==> config.mk <==
export PLATFORM = sky130hd
export DESIGN_NAME = fifo_rd_ctrl
export DESIGN_NICKNAME = d
export VERILOG_FILES = /design/src/rtl/fifo_rd_ctrl.sv
export SDC_FILE = /design/constraint.sdc
export NUM_CORES = 1
export LEC_CHECK = 0
export BUFFER_PORTS_ARGS = -buffer_cell sky130_fd_sc_hd__buf_4
export CORE_MARGIN = 1
export CORE_UTILIZATION = 29
export DETAILED_ROUTE_END_ITERATION = 8
export PLACE_DENSITY_LB_ADDON = 0.08
export SKIP_CTS_REPAIR_TIMING = 1
export SLEW_MARGIN = 25
export SYNTH_ARGS = -nofsm -noshare
export SYNTH_HDL_FRONTEND = slang
export SYNTH_SLANG_ARGS = --single-unit
==> constraint.sdc <==
create_clock -name rclk -period 3.2 [get_ports rclk]
set_input_delay 0.16 -clock rclk [delete_from_list [all_inputs] [get_ports rclk]]
set_output_delay 0.16 -clock rclk [all_outputs]
set_load 0.01 [all_outputs]
==> src/rtl/fifo_rd_ctrl.sv <==
// fifo_rd_ctrl: read-domain half of the asynchronous FIFO.
// Owns the read pointer, brings the write Gray pointer into rclk, drives the
// RAM read port and reports empty / almost-empty / underflow / level / count.
// Optional build macro: UNDERFLOW_STICKY_EN makes underflow a sticky flag
// cleared only by hw_rst_n or sw_rst; without it underflow is a 1-cycle pulse.
module fifo_rd_ctrl #(
    parameter int DATA_W      = 32,
    parameter int ADDR_W      = 5,
    parameter int SYNC_STAGES = 2
) (
    input  logic              rclk,
    input  logic              hw_rst_n,
    input  logic              sw_rst,
    input  logic              read_enable,
    input  logic [ADDR_W-1:0] aempty_value,
    input  logic [ADDR_W:0]   wptr_gray,
    input  logic [DATA_W-1:0] mem_rdata,
    output logic              mem_ren,
    output logic [ADDR_W-1:0] mem_raddr,
    output logic [ADDR_W:0]   rptr_gray,
    output logic [DATA_W-1:0] rdata,
    output logic              rdata_valid,
    output logic              rdempty,
    output logic              rd_almost_empty,
    output logic              underflow,
    output logic [ADDR_W:0]   fifo_read_count,
    output logic [ADDR_W:0]   rd_level
);

    localparam int PW = ADDR_W + 1;

    logic [PW-1:0] wsync [SYNC_STAGES];
    logic [PW-1:0] wbin_s;
    logic [PW-1:0] rptr_bin;
    logic [PW-1:0] rptr_next;
    logic          rd_pending;
    logic          accept;

    function automatic logic [PW-1:0] gray2bin(input logic [PW-1:0] g);
        logic [PW-1:0] b;
        b[PW-1] = g[PW-1];
        for (int i = PW - 2; i >= 0; i--) begin
            b[i] = b[i+1] ^ g[i];
        end
        return b;
    endfunction

    function automatic logic [PW-1:0] bin2gray(input logic [PW-1:0] b);
        return b ^ (b >> 1);
    endfunction

    // Synchroniser chain carrying the write Gray pointer into rclk.
    // NOTE: reset is synchronous here, so it is tested inside the clocked
    // block rather than listed in the sensitivity list.
    always_ff @(posedge rclk) begin
        if (!hw_rst_n) begin
            for (int i = 0; i < SYNC_STAGES; i++) begin
                wsync[i] <= '0;
            end
        end else begin
            wsync[0] <= wptr_gray;
            for (int i = 1; i < SYNC_STAGES; i++) begin
                wsync[i] <= wsync[i-1];
            end
        end
    end

    // Occupancy and status derived from the two registered pointers.
    assign wbin_s          = gray2bin(wsync[SYNC_STAGES-1]);
    assign rd_level        = wbin_s - rptr_bin;
    assign rdempty         = (rd_level == '0);
    assign rd_almost_empty = (rd_level <= {1'b0, aempty_value});

    // A read is accepted only when data is present and no reset/flush is active.
    assign accept    = hw_rst_n & ~sw_rst & read_enable & ~rdempty;
    assign mem_ren   = accept;
    assign mem_raddr = rptr_bin[ADDR_W-1:0];
    assign rptr_next = rptr_bin + PW'(1);

    // Pointer, count, read-data pipeline and underflow flag.
    // NOTE: every state register uses non-blocking assignment so all of them
    // update from the same pre-edge values regardless of statement order.
    always_ff @(posedge rclk) begin
        if (!hw_rst_n) begin
            rptr_bin        <= '0;
            rptr_gray       <= '0;
            fifo_read_count <= '0;
            rd_pending      <= 1'b0;
            rdata_valid     <= 1'b0;
            rdata           <= '0;
            underflow       <= 1'b0;
        end else if (sw_rst) begin
            // Flush: jump the read pointer to the write pointer, drop in-flight data.
            rptr_bin        <= wbin_s;
            rptr_gray       <= bin2gray(wbin_s);
            fifo_read_count <= '0;
            rd_pending      <= 1'b0;
            rdata_valid     <= 1'b0;
            underflow       <= 1'b0;
        end else begin
            if (accept) begin
                rptr_bin        <= rptr_next;
                rptr_gray       <= bin2gray(rptr_next);
                fifo_read_count <= fifo_read_count + PW'(1);
            end
            // RAM data arrives one cycle after the strobe; capture it then.
            rd_pending  <= accept;
            rdata_valid <= rd_pending;
            if (rd_pending) begin
                rdata <= mem_rdata;
            end
`ifdef UNDERFLOW_STICKY_EN
            underflow <= underflow | (read_enable & rdempty);
`else
            underflow <= read_enable & rdempty;
`endif
        end
    end

endmodule

# Word level (Yosys, flattened, before mapping)
# Memory sizes are Yosys's and may differ from the RTL's.
# Index checks and enable logic that the tools add are counted.
[totals]
word_cells = 40
memories = 1
in_bits = 47
regBits = 53
ramBits = 12
[memory_table]
columns = ["memory", "depth", "width", "read_ports", "rd_ports_with_merged_regs", "wr", "line_no", "source"]
rows = [
  ["wsync", 2, 6, 2, 0, 2, "32", "logic [PW-1:0] wsync [SYNC_STAGES];"],
]
[op_classes]
n_mux = 8
bitwise_logic = 16
add_sub_neg = 3
n_reduce_logical = 4
magnitude_cmp = 1
[ops]
columns = ["operator", "count"]
rows = [
  ["$mux W6", 6],
  ["$add A6 B1 Y6 const B", 2],
  ["$xor A6 B5 Y6", 2],
  ["$le A6 B5 Y1", 1],
  ["$logic_not A6 Y1", 1],
  ["$sub A6 B6 Y6", 1],
  ["$xor A1 B1 Y1", 5],
  ["$and A1 B1 Y1", 4],
  ["$not A1 Y1", 3],
  ["$mux W1", 2],
  ["$or A1 B1 Y1", 2],
  ["$reduce_and A2 Y1", 1],
  ["$reduce_bool A2 Y1", 1],
  ["$reduce_or A2 Y1", 1],
]

# Longest topological paths before layout
# Gate-level depths: netlist of run 1.
[logic_depth]
word_depth = 11
depth_mapped = 15

# Least setup slack after synthesis of run 1
# No wires, ideal clock.
[synth_timing]
kind = "reg-to-output"
from = "memory wsync[0][10] in the netlist's numbering"
to = "output port rd_almost_empty"
path_buffers = 0
path_stages_with_launch = 15
setup_slack_ns = -0.348
t_arrival_ns = 3.388
path_cell_list = "dfxtp_1 -> xor3_1 -> xnor2_1 -> inv_2 -> xnor2_2 -> xor2_1 -> ha_1 -> fa_1 -> xnor2_1 -> ha_1 -> o21a_1 -> o21a_1 -> o21ai_0 -> nand2b_1 -> a21oi_1"
[synth_rtl]
columns = ["element", "line_no", "source"]
rows = [
  ["from (decl)", "32", ""],
  ["to (decl)", "24", "output logic rd_almost_empty,"],
]

==> results of run 1 <==
cells in the mapped netlist, drive strengths merged (2+ instances only):
cell    count
or4         2
o31ai       4
a31oi       3
xnor2      12
nand2      71
and2       14
a21boi     32
ha         12
or2         2
o21a        3
or3         5
inv        19
o21ai      13
a21oi       7
dfxtp      64
buf         4
o311ai      2
nand3       9
mux2i       5
xor2        6
nor2b       3
clkbuf     14
nand4       3
o211ai      4
nand2b      3
nor2        8
cells by family after synthesis:
family | Yosys count | share of synthesized area (%)
buffers and inverters | 38 | 5.49
AO/OA/AOI/OAI | 76 | 18.5
AND/OR/NAND/NOR | 123 | 19.0
XOR/XNOR | 19 | 6.38
flip-flops | 64 | 43.2
adder cells (fa/ha/maj) | 13 | 5.74
multiplexers | 5 | 1.69
sequential cells by signal, indices dropped and copies added, names as in the netlist:
register and cells:
wsync 12, fifo_read_count 6, rdata 32, underflow 1, rptr_gray 6, rptr_bin 5
rd_pending 1, rdata_valid 1
power groups by stage:
stage          sequential, W  clock [W]  combinational (W)
2_1_floorplan       0.000875          0           0.000341
3_3_place_gp        0.000872          0           0.000624
3_5_place_dp        0.000873          0           0.000631
4_1_cts             0.000855   0.000726           0.000633
5_1_grt             0.000860   0.000760           0.000777
6_report            0.000855   0.000690           0.000699
worst reg2reg max path: stages (launching register included):
cell     delay (ns)
dfxtp_2        0.32
xor3_2         0.46
xnor2_2        0.20
inv_2          0.09
xnor2_4        0.14
xor2_2         0.19
ha_2           0.20
fa_2           0.57
inv_4          0.05
nor4_2         0.23
mux2i_2        0.13
o41ai_4        0.36
buf_4          0.18
buf_4          0.17
mux2i_1        0.20
a21oi_1        0.08
worst max path at each step:
stage	startpoint	endpoint	slack (ns)	depth (start not counted)
final	wsync[0][10]	mem_ren	-0.61	14
after global placement	wsync[0][9]	rptr_gray[2]	-0.29	14
after floorplan	wsync[0][9]	fifo_read_count[1]	-0.14	15
after CTS	wsync[0][9]	rd_almost_empty	-0.72	16
after global routing	wsync[0][10]	mem_ren	-0.84	14
after detailed placement	wsync[0][9]	rd_almost_empty	-0.35	16
metal layers:
layer / vias to the layer above / part of all wire (%) / GRT usage, %
li1: 1383 / - / -
met1: 1204 / 49 / 18.8
met2: 73 / 44 / 21.9
met3: 7 / 6.0 / 4.81
met4: 0 / 1.2 / 6.18
met5: - / 0 / 0
area by class of cell:
type                       instances  share of cell area, %
clock buffer                      11                   3.47
multi-input combinational        236                   37.7
sequential                        64                   29.5
inverter                          20                   1.78
tap                              133                   3.82
timing repair buffer             130                   22.8
clock inverter                     3                  0.976
per-stage QoR:
stage	cells	setup slack (ns)	utilization [%]	power (W)
2_1_floorplan	338	-0.141	-	0.00122
3_3_place_gp	578	-0.285	41.0	0.00150
3_5_place_dp	578	-0.346	41.0	0.00150
4_1_cts	592	-0.720	43.0	0.00221
5_1_grt	597	-0.837	44.4	0.00240
6_report	597	-0.607	44.4	0.00224
==> qor.txt, run 1 <==
Outcome -> finished, violations left
Violated checks -> negative setup slack
NumNets Final -> 521
RSZ-0062 raised after global routing -> yes
First-pass DRT Iterations -> 4
CTS clk-pin slew, worst paths -> 0.07 ns
Layout cells sized above 1 -> 37.5%
Lkg Pwr -> 1.88 nW
Top area cells in the synthesized netlist -> dfxtp_1 43%, nand2_1 9.0%, a21boi_0 8.1%
Ys flop type -> dfxtp_1
Peak Freq -> 0.263 GHz
Reg2reg start -> wsync[0][10]
Slowest CP cell -> fa_2
Via count -> 2667
GRT overflow -> 0
Clock Latency Late Sink -> 0.33 ns
Clk_skew -> 0.00458 ns
Pin count of the biggest net entering global routing -> 61
Drt total wl -> 7350 um
Vert. Die Dim -> 103 um
Max-slew violations -> 0
Share of the synthesized area in the top cell type -> 43.2%
Post-synth cell types -> 45
CTS sink count -> 64
Power Density -> 515 nW/um2
Rows -> 36
Max VDD drop -> 262 uV
Max_slew headroom -> 65.0%
Design Area, Final -> 4360 um2
Comb power frac -> 31.1%
Initial antenna violation count -> 0
Multi-input gate area -> 1640 um2
Wire length per cell -> 12.3 um
EDFF count, synth -> 0
CP max stage delay -> 0.57 ns
Total GRT Usage -> 14.5%
Post-synth ARST share -> 0%
Syn avg cell area -> 8.77 um2
CTS root buffer -> clkbuf_8
PortBufs -> 106
Synth Instances -> 338
Post-route antenna net violation count -> 0
Die X -> 103 um
Net Sw Frac -> 28.8%
Cell Area, Placed -> 4030 um2
Critical Path AT -> 3.65 ns
H-tree Lvls -> 3
N_diodes -> 0
Commonest non-fill, non-tap cells in the layout -> 128 x buf_4, 71 x nand2_1, 61 x dfxtp_1
Sequential share of power -> 38.1%
PnR worst setup slack -> -0.607 ns
Die area -> 10600 um2
Seq. cell area -> 1280 um2
Initial drt markers -> 94
Min Tclk post-route -> 3.81 ns
Worst Setup Start Kind -> register
Least-Margin Pin Slew -> 0.522 ns
Reg2Reg Depth -> 15
CTS tree -> built
Crit-path max FO -> 7
Worst setup path class -> reg -> out
Worst reg2reg setup slack -> -0.49 ns
Hold Slack -> 0.0358 ns
Sw power -> 0.000645 W
Num CTS Buffers -> 9
Initial Util -> 30.2%
Crit path max-delay family -> XOR/XNOR gates
Hold path cells -> 2
Final setup vio count -> 22
Internal cell power -> 0.00160 W
Core area -> 9820 um2
Fill count -> 1020
#FFs+latches synth -> 64
DR vias/cell -> 4.47
GPL Wtd Cong -> 0.748
Number of global-route vias before repair -> 2377
Ys Warns -> 0
Max Cap Violations -> 0
Clk network pwr share -> 30.8%
WP data required -> 3.04 ns
Max Root-Sink Buffers -> 2
Final Hold Fails -> 0
Ports -> 107
Post-DP HPWL -> 5170 um
Sequential cell area fraction in the yosys report -> 43.2%
HP Class -> in -> reg
Final TNS setup -> -8.51 ns
Crit end category -> output pin
First-pass GRT wire length -> 11600 um
Area growth from synthesis to layout -> 47.1%
Critical register-to-register path endpoint -> rptr_gray[0]
Syn Nets -> 398
Commonest non-fill, non-tap cell in the layout -> buf_4
Synthesized area -> 2960 um2
HP Start -> wptr_gray[0]
WP buf/inv -> 5
Worst Hold Path EP -> wsync[0][0]
Cell Chain, Critical Path -> xor3_2, xnor2_2, inv_2, xnor2_4, xor2_2, ha_2, fa_2, inv_4, nor4_2, mux2i_2, o41ai_4, buf_4, inv_2, buf_4
Synth area leader -> dfxtp_1
Drt drc -> 0
Tcrit/Tclk final -> 119%
Note: power is estimated with default switching activity, not from simulation.
==> run 2, diff against run 1 <==
--- a/config.mk
+++ b/config.mk
@@ -9,6 +9,7 @@
 export CORE_MARGIN = 1
 export CORE_UTILIZATION = 29
 export DETAILED_ROUTE_END_ITERATION = 8
+export GPL_TIMING_DRIVEN = 0
 export PLACE_DENSITY_LB_ADDON = 0.08
 export SKIP_CTS_REPAIR_TIMING = 1
 export SLEW_MARGIN = 25
==> qor.txt, run 2 (synthesis gave the netlist of run 1 again) <==
Outcome -> finished, violations left
Violated checks -> negative setup slack
CTS clk-pin slew, worst paths -> 0.08 ns (about the same)
RSZ-0062 raised after global routing -> yes
Total GRT Usage -> 15.0% (+0.51 points)
Max_slew headroom -> 68.0% (+3.1 points)
Clock Latency Late Sink -> 0.34 ns (about the same)
Commonest non-fill, non-tap cell in the layout -> buf_4
Initial antenna violation count -> 0 (unchanged)
Fill count -> 1033 (+1.3%)
Final setup vio count -> 22 (unchanged)
Die area -> 10600 um2 (unchanged)
Die X -> 103 um (unchanged)
Area growth from synthesis to layout -> 49.1%
Peak Freq -> 0.249 GHz (-5.2%)
Drt total wl -> 7790 um (+5.9%)
Post-DP HPWL -> 5650 um (+9.3%)
Core area -> 9820 um2 (unchanged)
DR vias/cell -> 4.46 (-0.22%)
N_diodes -> 0 (unchanged)
Final std cells w/o fill -> 610 (+2.2%)
HP Class -> in -> reg
Pin count of the biggest net entering global routing -> 13 (-79%)
Via count -> 2719 (+1.9%)
Worst setup path class -> reg -> out
Max Cap Violations -> 0 (unchanged)
PnR worst setup slack -> -0.817 ns (-0.210 ns)
Crit end category -> output pin
Ports -> 107 (unchanged)
Lkg Pwr -> 1.90 nW (+0.96%)
Worst Setup Start Kind -> register
Multi-input gate area -> 1620 um2 (-1.7%)
Vert. Die Dim -> 103 um (unchanged)
Initial drt markers -> 88 (-6.4%)
Clk_skew -> 0.00842 ns (+0.00385 ns)
Initial Util -> 30.2% (unchanged)
Min Tclk post-route -> 4.02 ns (+0.210 ns)
Largest register FFs -> 32 (unchanged)
Critical Path AT -> 3.86 ns (+0.21 ns)
Drt drc -> 0 (unchanged)
Post-route antenna net violation count -> 0 (unchanged)
CTS sink count -> 64 (unchanged)
WP data required -> 3.04 ns (about the same)
Crit-path max FO -> 5 (-2)
Max Root-Sink Buffers -> 2 (unchanged)
CTS tree -> built
Top reg by flops -> rdata
Max VDD drop -> 247 uV (-5.6%)
Final Hold Fails -> 0 (unchanged)
Tcrit/Tclk final -> 126% (+6.6 points)
GPL Wtd Cong -> 0.790 (+5.6%)
Wire length per cell -> 12.8 um (+3.7%)
Num CTS Buffers -> 9 (unchanged)
Layout cells sized above 1 -> 36.1% (-1.4 points)
PortBufs -> 106 (unchanged)
Top Registers -> rdata (32), wsync (12)
Power Density -> 511 nW/um2 (-0.78%)
NumNets Final -> 532 (+2.1%)
CTS root buffer -> clkbuf_8
Seq. cell area -> 1280 um2 (unchanged)
Rows -> 36 (unchanged)
First-pass GRT wire length -> 12100 um (+4.0%)
GRT overflow -> 0 (unchanged)
Least-Margin Pin Slew -> 0.479 ns (-0.0429 ns)
Number of global-route vias before repair -> 2489 (+4.7%)
Placed insts -> 577 (-0.17%)
First-pass DRT Iterations -> 5 (+1)
Commonest non-fill, non-tap cells in the layout -> 117 x buf_4, 71 x nand2_1, 61 x dfxtp_1
Max-slew violations -> 0 (unchanged)
Final TNS setup -> -12.71 ns (-4.21 ns)
H-tree Lvls -> 3 (unchanged)
==> run 2: report_power, final <==
group	total, W	internal, W	switching [W]	leakage (nW)
sequential	0.000852	0.000826	0.0000268	0.523
combinational	0.000662	0.000345	0.000317	1.27
clock	0.000742	0.000406	0.000335	0.102
==> run 2: worst paths after layout <==
| check | startpoint | to | slack [ns] | depth (start not counted) |
|---|---|---|---|---|
| worst max-delay path | wsync[0][10] | mem_ren | -0.82 | 15 |
| worst min-delay path | wptr_gray[2] | wsync[0][2] | 0.02 | 2 |
| worst max register to register | wsync[0][10] | fifo_read_count[1] | -0.66 | 16 |
| worst min register to register | wsync[0][4] | wsync[0][10] | 0.44 | 1 |
==> run 2: per-stage QoR <==
| stage | total power, W | util, % | instance area, um2 | hold slack [ns] | setup WS (ns) |
|---|---|---|---|---|---|
| after floorplan | 0.00122 | - | 3000 | 0.287 | -0.141 |
| after global placement | 0.00143 | 40.3 | 3960 | 0.369 | -0.591 |
| after detailed placement | 0.00144 | 40.3 | 3960 | 0.371 | -0.575 |
| after CTS | 0.00219 | 42.5 | 4170 | 0.00397 | -0.952 |
| after global routing | 0.00240 | 45.0 | 4420 | 0.00820 | -0.994 |
| final | 0.00226 | 45.0 | 4420 | 0.0223 | -0.817 |
==> run 2: final cells by class <==
class	instances	area share, %
Clock buffer	11	3.43
Sequential cell	64	29.1
Inverter	20	1.70
Buffer	18	2.24
Timing Repair Buffer	123	21.8
Multi-Input combinational cell	236	36.6
Clock inverter	5	1.42
Tap cell	133	3.77
==> run 2: worst max-delay path, cell delays in order, from the launching register on <==
cell       delay (ns)
dfxtp_2          0.35
xor3_2           0.47
xnor2_2          0.20
inv_2            0.09
xnor2_4          0.16
xor2_2           0.19
ha_2             0.19
fa_1             0.44
nand2b_1         0.16
o2bb2ai_1        0.18
mux2i_2          0.20
o41ai_4          0.44
buf_6            0.18
buf_8            0.11
inv_2            0.03
buf_6            0.11
==> run 2: metal layers <==
| layer | vias up | wire length [um] | GRT usage [%] |
|---|---|---|---|
| li1 | 1405 | - | - |
| met1 | 1223 | 3700 | 19.6 |
| met2 | 77 | 3470 | 23.5 |
| met3 | 14 | 500 | 4.34 |
| met4 | 0 | 120 | 5.20 |
| met5 | - | 0 | 0 |
